$ cat src/rtl/text_pixel_pipe.sv
// text_pixel_pipe
//   Two-stage text-mode pixel renderer. Stage 0 decodes the character cell
//   from the incoming pixel coordinate and issues the text-buffer read.
//   Stage 1 presents the returned character, plus the row and column within
//   the glyph, to an external glyph LUT. Stage 2 registers the lit bit, with
//   the blinking block cursor overlaid, and the delay-matched timing flags.
//
// Ports
//   clk, rst                  clock; asynchronous active-low reset
//   px_x, px_y                pixel coordinate from the timing generator
//   px_active/hsync/vsync     timing flags (syncs active-low)
//   cursor_en/col/row         cursor overlay control
//   tb_addr / tb_data         text-buffer read port (data one cycle later)
//   lut_char/vidx/hidx        glyph LUT lookup
//   lut_lit                   glyph LUT result (combinational)
//   pix_on/active/hsync/vsync rendered pixel and flags, 2 cycles after px_*

module text_pixel_pipe #(
  parameter int COLS         = 80,
  parameter int ROWS         = 60,
  parameter int ADDR_W       = 13,
  parameter int BLINK_FRAMES = 30
) (
  input  logic              clk,
  input  logic              rst,
  input  logic [9:0]        px_x,
  input  logic [9:0]        px_y,
  input  logic              px_active,
  input  logic              px_hsync,
  input  logic              px_vsync,
  input  logic              cursor_en,
  input  logic [6:0]        cursor_col,
  input  logic [5:0]        cursor_row,
  output logic [ADDR_W-1:0] tb_addr,
  input  logic [7:0]        tb_data,
  output logic [7:0]        lut_char,
  output logic [2:0]        lut_vidx,
  output logic [2:0]        lut_hidx,
  input  logic              lut_lit,
  output logic              pix_on,
  output logic              pix_active,
  output logic              pix_hsync,
  output logic              pix_vsync
);

  localparam int FCW = $clog2(BLINK_FRAMES) + 1;
  localparam logic [FCW-1:0] FC_LAST = FCW'(BLINK_FRAMES - 1);

  // stage 0 decode
  logic [6:0] col;
  logic [6:0] row;
  logic       in_range;
  logic       cur_hit;

  // stage 1
  logic [2:0] vidx1_q, vidx1_d;
  logic [2:0] hidx1_q, hidx1_d;
  logic       act1_q, act1_d;
  logic       cur1_q, cur1_d;
  logic       hs1_q, hs1_d;
  logic       vs1_q, vs1_d;

  // stage 2
  logic       pix_on_q, pix_on_d;
  logic       pix_active_q, pix_active_d;
  logic       pix_hsync_q, pix_hsync_d;
  logic       pix_vsync_q, pix_vsync_d;

  // blink
  logic [FCW-1:0] frame_cnt_q, frame_cnt_d;
  logic           blink_on_q, blink_on_d;
  logic           vs_prev_q, vs_prev_d;
  logic           frame_evt;

  always_comb begin
    col      = px_x[9:3];
    row      = px_y[9:3];
    in_range = px_active && (int'(col) < COLS) && (int'(row) < ROWS);
    tb_addr  = '0;
    if (in_range) begin
      tb_addr = ADDR_W'(ADDR_W'(row) * ADDR_W'(COLS) + ADDR_W'(col));
    end
    cur_hit = cursor_en && (col == cursor_col) && (row == {1'b0, cursor_row})
              && in_range;
  end

  always_comb begin
    vidx1_d = px_y[2:0];
    hidx1_d = px_x[2:0];
    act1_d  = in_range;
    cur1_d  = cur_hit;
    hs1_d   = px_hsync;
    vs1_d   = px_vsync;
  end

  always_comb begin
    lut_char = tb_data;
    lut_vidx = vidx1_q;
    lut_hidx = hidx1_q;
  end

  // blink_on_q is the pre-toggle value on an edge that also carries a frame
  // event, so the cursor pixel at that edge renders with the old phase.
  always_comb begin
    pix_on_d     = act1_q & (lut_lit ^ (cur1_q & blink_on_q));
    pix_active_d = act1_q;
    pix_hsync_d  = hs1_q;
    pix_vsync_d  = vs1_q;
  end

  always_comb begin
    frame_evt   = vs_prev_q & ~px_vsync;
    vs_prev_d   = px_vsync;
    frame_cnt_d = frame_cnt_q;
    blink_on_d  = blink_on_q;
    if (frame_evt) begin
      if (frame_cnt_q == FC_LAST) begin
        frame_cnt_d = '0;
        blink_on_d  = ~blink_on_q;
      end else begin
        frame_cnt_d = frame_cnt_q + FCW'(1);
      end
    end
  end

  always_ff @(posedge clk or negedge rst) begin
    if (!rst) begin
      vidx1_q      <= '0;
      hidx1_q      <= '0;
      act1_q       <= 1'b0;
      cur1_q       <= 1'b0;
      hs1_q        <= 1'b1;
      vs1_q        <= 1'b1;
      pix_on_q     <= 1'b0;
      pix_active_q <= 1'b0;
      pix_hsync_q  <= 1'b1;
      pix_vsync_q  <= 1'b1;
      frame_cnt_q  <= '0;
      blink_on_q   <= 1'b1;
      vs_prev_q    <= 1'b1;
    end else begin
      vidx1_q      <= vidx1_d;
      hidx1_q      <= hidx1_d;
      act1_q       <= act1_d;
      cur1_q       <= cur1_d;
      hs1_q        <= hs1_d;
      vs1_q        <= vs1_d;
      pix_on_q     <= pix_on_d;
      pix_active_q <= pix_active_d;
      pix_hsync_q  <= pix_hsync_d;
      pix_vsync_q  <= pix_vsync_d;
      frame_cnt_q  <= frame_cnt_d;
      blink_on_q   <= blink_on_d;
      vs_prev_q    <= vs_prev_d;
    end
  end

  assign pix_on     = pix_on_q;
  assign pix_active = pix_active_q;
  assign pix_hsync  = pix_hsync_q;
  assign pix_vsync  = pix_vsync_q;

endmodule

$ cat config.mk
export PLATFORM = sky130hd
export DESIGN_NAME = text_pixel_pipe
export DESIGN_NICKNAME = d
export VERILOG_FILES = /design/src/rtl/text_pixel_pipe.sv
export SDC_FILE = /design/constraint.sdc
export NUM_CORES = 1
export LEC_CHECK = 0
export CORE_ASPECT_RATIO = 1.5
export CORE_UTILIZATION = 40
export CTS_CLUSTER_DIAMETER = 50
export DETAILED_ROUTE_END_ITERATION = 8
export GPL_TIMING_DRIVEN = 0
export PLACE_DENSITY = 0.82
export REMOVE_ABC_BUFFERS = 1
export SLEW_MARGIN = 20
export SYNTH_ARGS = -nofsm -noshare
export SYNTH_HDL_FRONTEND = slang
export SYNTH_SLANG_ARGS = --single-unit
export TNS_END_PERCENT = 20
$ cat constraint.sdc
create_clock -name clk -period 6.54 [get_ports clk]
set_clock_uncertainty 0.15 [all_clocks]
set_input_delay 1.308 -clock clk [delete_from_list [all_inputs] [get_ports clk]]
set_output_delay 1.308 -clock clk [all_outputs]
set_load 0.02 [all_outputs]
==> flow_summary.ini <==
[outcome]
status = finished clean

[final_layout]
drive_above_1_share_pct = 7.426
nets = 268
num_antenna_cells = 0
area_growth_pct = 45.16
final_cells = 244

[floorplan]
die-area_um2 = 3872
coreArea_um2 = 3448
die_w_um = 51.14
die_h_um = 75.71
io_pins = 79
start_util_pct = 42.02
rows = 26

[worst_setup_path]
r2r_slack_ns = 4.81
crit_required_ns = 5.08
crit_path_end_kind = output pin
crit_type = in -> out
r2r_end = frame_cnt_q[0]
cp_data_arrival_time_ns = 4.39
start_kind = primary input
r2r_cells = 6
worstPathMaxFanout = 4
r2r_start = frame_cnt_q[1]

[global_routing]
grt_usage_pct = 19.21
grt_pass1_wl_um = 5520
globalRouteOverflowTotal = 0
grt_antenna_before_repair = 0
grt_pass1_vias = 1259
grt_max_degree = 22

[power_and_ir_drop]
switching_power_w = 0.0001205
sw_frac_of_total_pct = 31.41
peakVddDrop_mv = 0.1231
seqPwrFrac_pct = 42.2
power_leakage_nw = 0.8663
p_per_area_nw_per_um2 = 182.5
power.internal_w = 0.0002632
combPwrFrac_pct = 36.2
power_frac_clock_pct = 21.7

[yosys]
ys_seq_elements = 21
yosys.area.top_type = dfrtp_1
ys_warn_count = 0
yosys.cell_types.count = 34
syn-mean-instance-area_um2 = 9.992
synthDominantCellAreaShare_pct = 27.63
synth_flop_cell = dfrtp_1
synth_area_leaders = dfrtp_1 28%, ha_1 13%, dfstp_2 9.1%
synth_edf_count = 0
syn_inst = 145
synthArstFlopShare_pct = 100.0
syn_area_um2 = 1449
seq_area_frac_synth_pct = 36.70

[flow_run]
cap_viol_max_count = 0

[clock_network]
cts_tree = done
clock_path_buffers = 2
clk_latency_ns = 0.26
htreeDepth = 1
cts_hold_buf = 0
postCtsResizedCells = 0
cts.sinks = 21
post_cts_buffers = 0
path_clk_slew_ns = 0.07
cts_root_buf = clkbuf_8
cts_made_buffers = 3

[routing]
num_vias = 1269
ant_nets = 0
firstDrtPassIters = 4
drt-total-wl_um = 3416
drt_iter0_markers = 19
drc = 0
wire_per_inst_um = 14.00
routed_via_density = 5.201

[sta]
worst_slew_pin_slew_ns = 0.9050
drv_slew = 0
fin_crit_ns = 5.846
max_freq_mhz = 171.1
hold_violations = 0
maxSlewHeadroom_pct = 39.48
setup_viol = 0
tns_ns = 0
timing.final.crit_share_pct = 89.39
rsz0062_at_grt = false

[placed_design]
io_buffers = 62
gp_congestion = 0.8274
hpwl_um = 2842
place_inst = 240

[hold_path]
min_to = pix_hsync
min_from = hs1_q
hold_class = reg -> reg
whs_path_depth = 0
==> kinds of logic (layout without fill, tap and decap cells) <==
kind of cell               count (synthesis)  after routing  share of synthesized area (%)
muxes                                      2              2                          1.554
and+or+nand+nor                           50             50                          18.48
DFF                                       21             21                          36.70
buffers and inverters                     14             71                          5.700
adders and majority gates                 17             17                          15.72
AOI/OAI and AO/OA                         19             19                          8.549
xor gates and xnor gates                  22             22                          13.30
==> synthesized netlist by cell type, drive strengths merged (3+ instances only) <==
cell type	count
nor4	3
buf	8
xnor2	15
dfstp	5
nand3	4
nand2	6
nor2	15
nor2b	4
dfrtp	16
nand4	4
o21ai	5
ha	15
xor2	7
a21oi	3
and2	7
inv	5
a21o	3
==> placed cells by master (no fill, tap or decap), types with 2 or more instances in the layout <==
master	n
a21o_1	2
a21oi_1	3
a31oi_1	2
and2_1	7
clkbuf_8	3
clkdlybuf4s50_1	62
dfrtp_1	16
dfstp_2	5
fa_1	2
ha_1	15
inv_1	5
mux2_2	2
nand2_1	6
nand2b_1	2
nand3_1	4
nand4_1	4
nor2_1	15
nor2b_1	4
nor4_1	2
o21ai_0	5
o31ai_1	2
xnor2_1	15
xor2_1	7
==> critical path, stage by stage <==
cell and delay (ns):
clkdlybuf4s50_1 0.61, ha_1 0.29, ha_1 0.23, fa_1 0.41
a21o_2 0.23, a21oi_1 0.17, xnor2_1 0.15, a31o_1 0.24
a21oi_1 0.14, clkdlybuf4s50_1 0.63
==> flip-flops by register name (all words and copies together) (netlist names) <==
| signal | flops |
|---|---|
| frame_cnt_q | 6 |
| act1_q | 1 |
| hs1_q | 1 |
| pix_on | 1 |
| cur1_q | 1 |
| vs_prev_q | 1 |
| pix_hsync | 1 |
| lut_vidx | 3 |
| lut_hidx | 3 |
| pix_vsync | 1 |
| pix_active | 1 |
| blink_on_q | 1 |
==> worst max path at each step <==
stage | start | end | slack [ns] | depth (start not counted)
after floorplan | px_y[4] | tb_addr[12] | 1.83 | 8
after global placement | px_y[6] | tb_addr[12] | 0.75 | 10
after detailed placement | px_y[6] | tb_addr[12] | 0.75 | 10
after CTS | px_y[6] | tb_addr[12] | 0.73 | 10
after global routing | px_y[6] | tb_addr[12] | 0.59 | 10
final | px_y[6] | tb_addr[12] | 0.69 | 10
==> power groups by stage <==
stage               sequential, W  clock [W]  combinational, W
finish                   0.000162  0.0000832          0.000139
global route             0.000164  0.0000914          0.000154
CTS                      0.000162  0.0000836          0.000140
detailed placement       0.000164          0          0.000139
global placement         0.000163          0          0.000136
floorplan                0.000165          0         0.0000765
==> layer usage <==
layer	GRT usage, %	vias to the layer above	part of all wire [%]	wire [um]
met5	0	-	0	0
met4	6.481	0	1.2	42
met3	4.192	5	8.0	274
met2	37.72	72	53	1803
met1	19.68	585	38	1297
li1	-	607	-	-
==> area by class of cell <==
cell class / instances / area [um2]
inverters: 5 / 18.77
well taps: 42 / 52.55
clock buffers: 4 / 45.04
flip-flops and latches: 21 / 531.8
multi-input cells: 110 / 834.6
fillers: 300 / 1345
repair buffers: 62 / 620.6
==> metrics by stage <==
| stage | util, % | power [W] | cell area, um2 | worst slack, ns | hold slack (ns) |
|---|---|---|---|---|---|
| finish | 60.99 | 0.0003838 | 2103 | 0.6942 | 0.2117 |
| global route | 60.99 | 0.0004099 | 2103 | 0.5909 | 0.2221 |
| CTS | 60.99 | 0.0003851 | 2103 | 0.7260 | 0.2145 |
| detailed placement | 59.69 | 0.0003024 | 2058 | 0.7476 | 0.2022 |
| global placement | 59.69 | 0.0002986 | 2058 | 0.7483 | 0.1957 |
| floorplan | - | 0.0002411 | 1385 | 1.826 | 0.1952 |
No activity file was read; power rests on OpenSTA's default activity.
==> variant (config.mk and constraints unchanged) <==
The parameter `ADDR_W` goes from 13 to 14.
--- a/src/rtl/text_pixel_pipe.sv
+++ b/src/rtl/text_pixel_pipe.sv
@@ -18,7 +18,7 @@
 module text_pixel_pipe #(
   parameter int COLS         = 80,
   parameter int ROWS         = 60,
-  parameter int ADDR_W       = 13,
+  parameter int ADDR_W       = 14,
   parameter int BLINK_FRAMES = 30
 ) (
   input  logic              clk,
Ports: changed (resized tb_addr); port bits go from 79 to 80. The function was not compared with the original's and may differ.
==> variant against the original RTL <==
Total power grew 3.4%. Setup slack lost 0.029 ns. Combinational power increased by 6%. Register-to-register slack better by 0.14 ns. Synthesized cell count is 4.8% higher. Utilization fell by 1.4 points. Routed wire length rose by 0.44%. Sequential cell count is the same. Via count up 1.7%. Area after synthesis grew 4.0%. Global-route usage is 0.19 points lower. Final area up 3.3%. Worst hold slack hardly changed.
==> variant: results (changes against the original RTL) <==
First-pass GRT wire length: 5.87 mm (+6.3%)
Worst slack, placed: 0.664 ns (-0.0835 ns)
Max clock buf depth: 2 (unchanged)
Worst-path clk slew: 0.07 ns (about the same)
# diodes: 0 (unchanged)
Post-DP HPWL: 2.92 mm (+2.7%)
Clk Latency, worst-skew pair: 0.26 ns (about the same)
TritonCTS Buffers: 3 (unchanged)
Worst Hold Class: reg -> reg
Antenna violations before repair: 0 (unchanged)
Worst-Margin Slew: 0.874 ns (-0.0307 ns)
Synth Warn #: 0 (unchanged)
Vias: 1291 (+1.7%)
Share of layout cells above drive strength 1: 8.57% (+1.1 points)
Buffers on Ports: 63 (+1.6%)
Max FFs per register: 6 (unchanged)
Gp weighted congestion: 0.829 (+0.17%)
Static Leak: 0.889 nW (+2.6%)
Cells after Synth: 152 (+4.8%)
Most used DFF post-synth: dfrtp_1
Critical path's slowest cell: clkdlybuf4s50_1
Worst-path fanout max: 4 (unchanged)
GRT Overall Usage: 19.0% (-0.19 points)
Max IR drop VDD: 0.177 mV (+43%)
Post-CTS Setup Bufs: 0 (unchanged)
Vias in the first global route: 1427 (+13%)
TritonRoute pass-1 iters: 4 (unchanged)
Max stage delay on crit path: 0.63 ns (about the same)
Fin nets: 276 (+3.0%)
Reg with most FFs: frame_cnt_q
Seq/Total Area, Yosys: 35.3% (-1.4 points)
Total Wirelength: 3.43 mm (+0.44%)
1st-iter DRT viols: 11 (-8)
Commonest cells in the netlist: 16 x dfrtp_1, 16 x xnor2_1, 15 x ha_1, 15 x nor2_1
Top cells by area, synth: dfrtp_1 27%, ha_1 12%, xnor2_1 9.3%
Distinct cells, synth: 35 (+2.9%)
Clk root buf: clkbuf_8
CTS-repair resized insts: 0 (unchanged)
Arrival @ worst endpoint: 4.42 ns (+0.03 ns)
Finished Layout Cells: 253 (+3.7%)
Status: complete, no violations
-- variant: changes by cell type after synthesis, sizes merged, moves of 2 or more --
cell   change
nand2      +2
a31oi      -2
a21oi      +3
nor3       +3
-- variant: through the flow --
step | utilization [%] | instance area, um^2 | total power, mW
6_report | 59.6 | 2170 | 0.397
5_1_grt | 59.6 | 2170 | 0.428
4_1_cts | 59.6 | 2170 | 0.402
3_5_place_dp | 58.3 | 2130 | 0.317
3_3_place_gp | 58.3 | 2130 | 0.312
2_1_floorplan | - | 1440 | 0.254
-- variant: cell families after synthesis --
| logic type | Yosys count | share of synthesized area [%] |
|---|---|---|
| compound gates | 18 | 8.30 |
| xor+xnor | 23 | 13.4 |
| fa+ha+maj | 17 | 15.1 |
| buf+inv | 15 | 5.73 |
| flops | 21 | 35.3 |
| mux | 1 | 0.747 |
| simple gates | 57 | 21.4 |
-- variant: power by group --
group	switching, mW	total, mW	internal, mW
Clock	0.0403	0.0827	0.0424
Sequential	0.0162	0.166	0.150
Combinational	0.0709	0.148	0.0771
-- variant: critical path, delay by kind of cell --
| kind | cells | cell delay (ns) |
|---|---|---|
| compound gates | 1 | 0.16 |
| buf+inv | 3 | 1.20 |
| fa+ha+maj | 3 | 1.02 |
| simple gates | 3 | 0.73 |
-- variant: worst paths after layout --
kind,cells after the start,end,startpoint,slack [ns]
worst max-delay path,10,tb_addr[12],px_y[4],0.66
worst min-delay path,0,pix_hsync,hs1_q,0.21
worst max register to register,6,frame_cnt_q[5],frame_cnt_q[1],4.95
worst min register to register,0,pix_hsync,hs1_q,0.21
max in group asynchronous,1,frame_cnt_q[5],rst,4.31
min in group asynchronous,1,pix_on,rst,1.39
-- variant: per-layer routing --
metal  global-route usage (%)  vias up  routed length (um)
li1                         -      626                   -
met1                     18.7      585                1200
met2                     36.8       73                1950
met3                     3.57        7                 225
met4                     6.76        0                  54
met5                        0        -                   0
-- variant: area by class of cell --
type                            count  area [um^2]
Fill cell                         328         1480
Multi-Input combinational cell    116          888
Timing Repair Buffer               63          631
Sequential cell                    21          532
Tap cell                           43         53.8
Clock buffer                        3         41.3
Inverter                            6         22.5
Clock inverter                      1         5.00
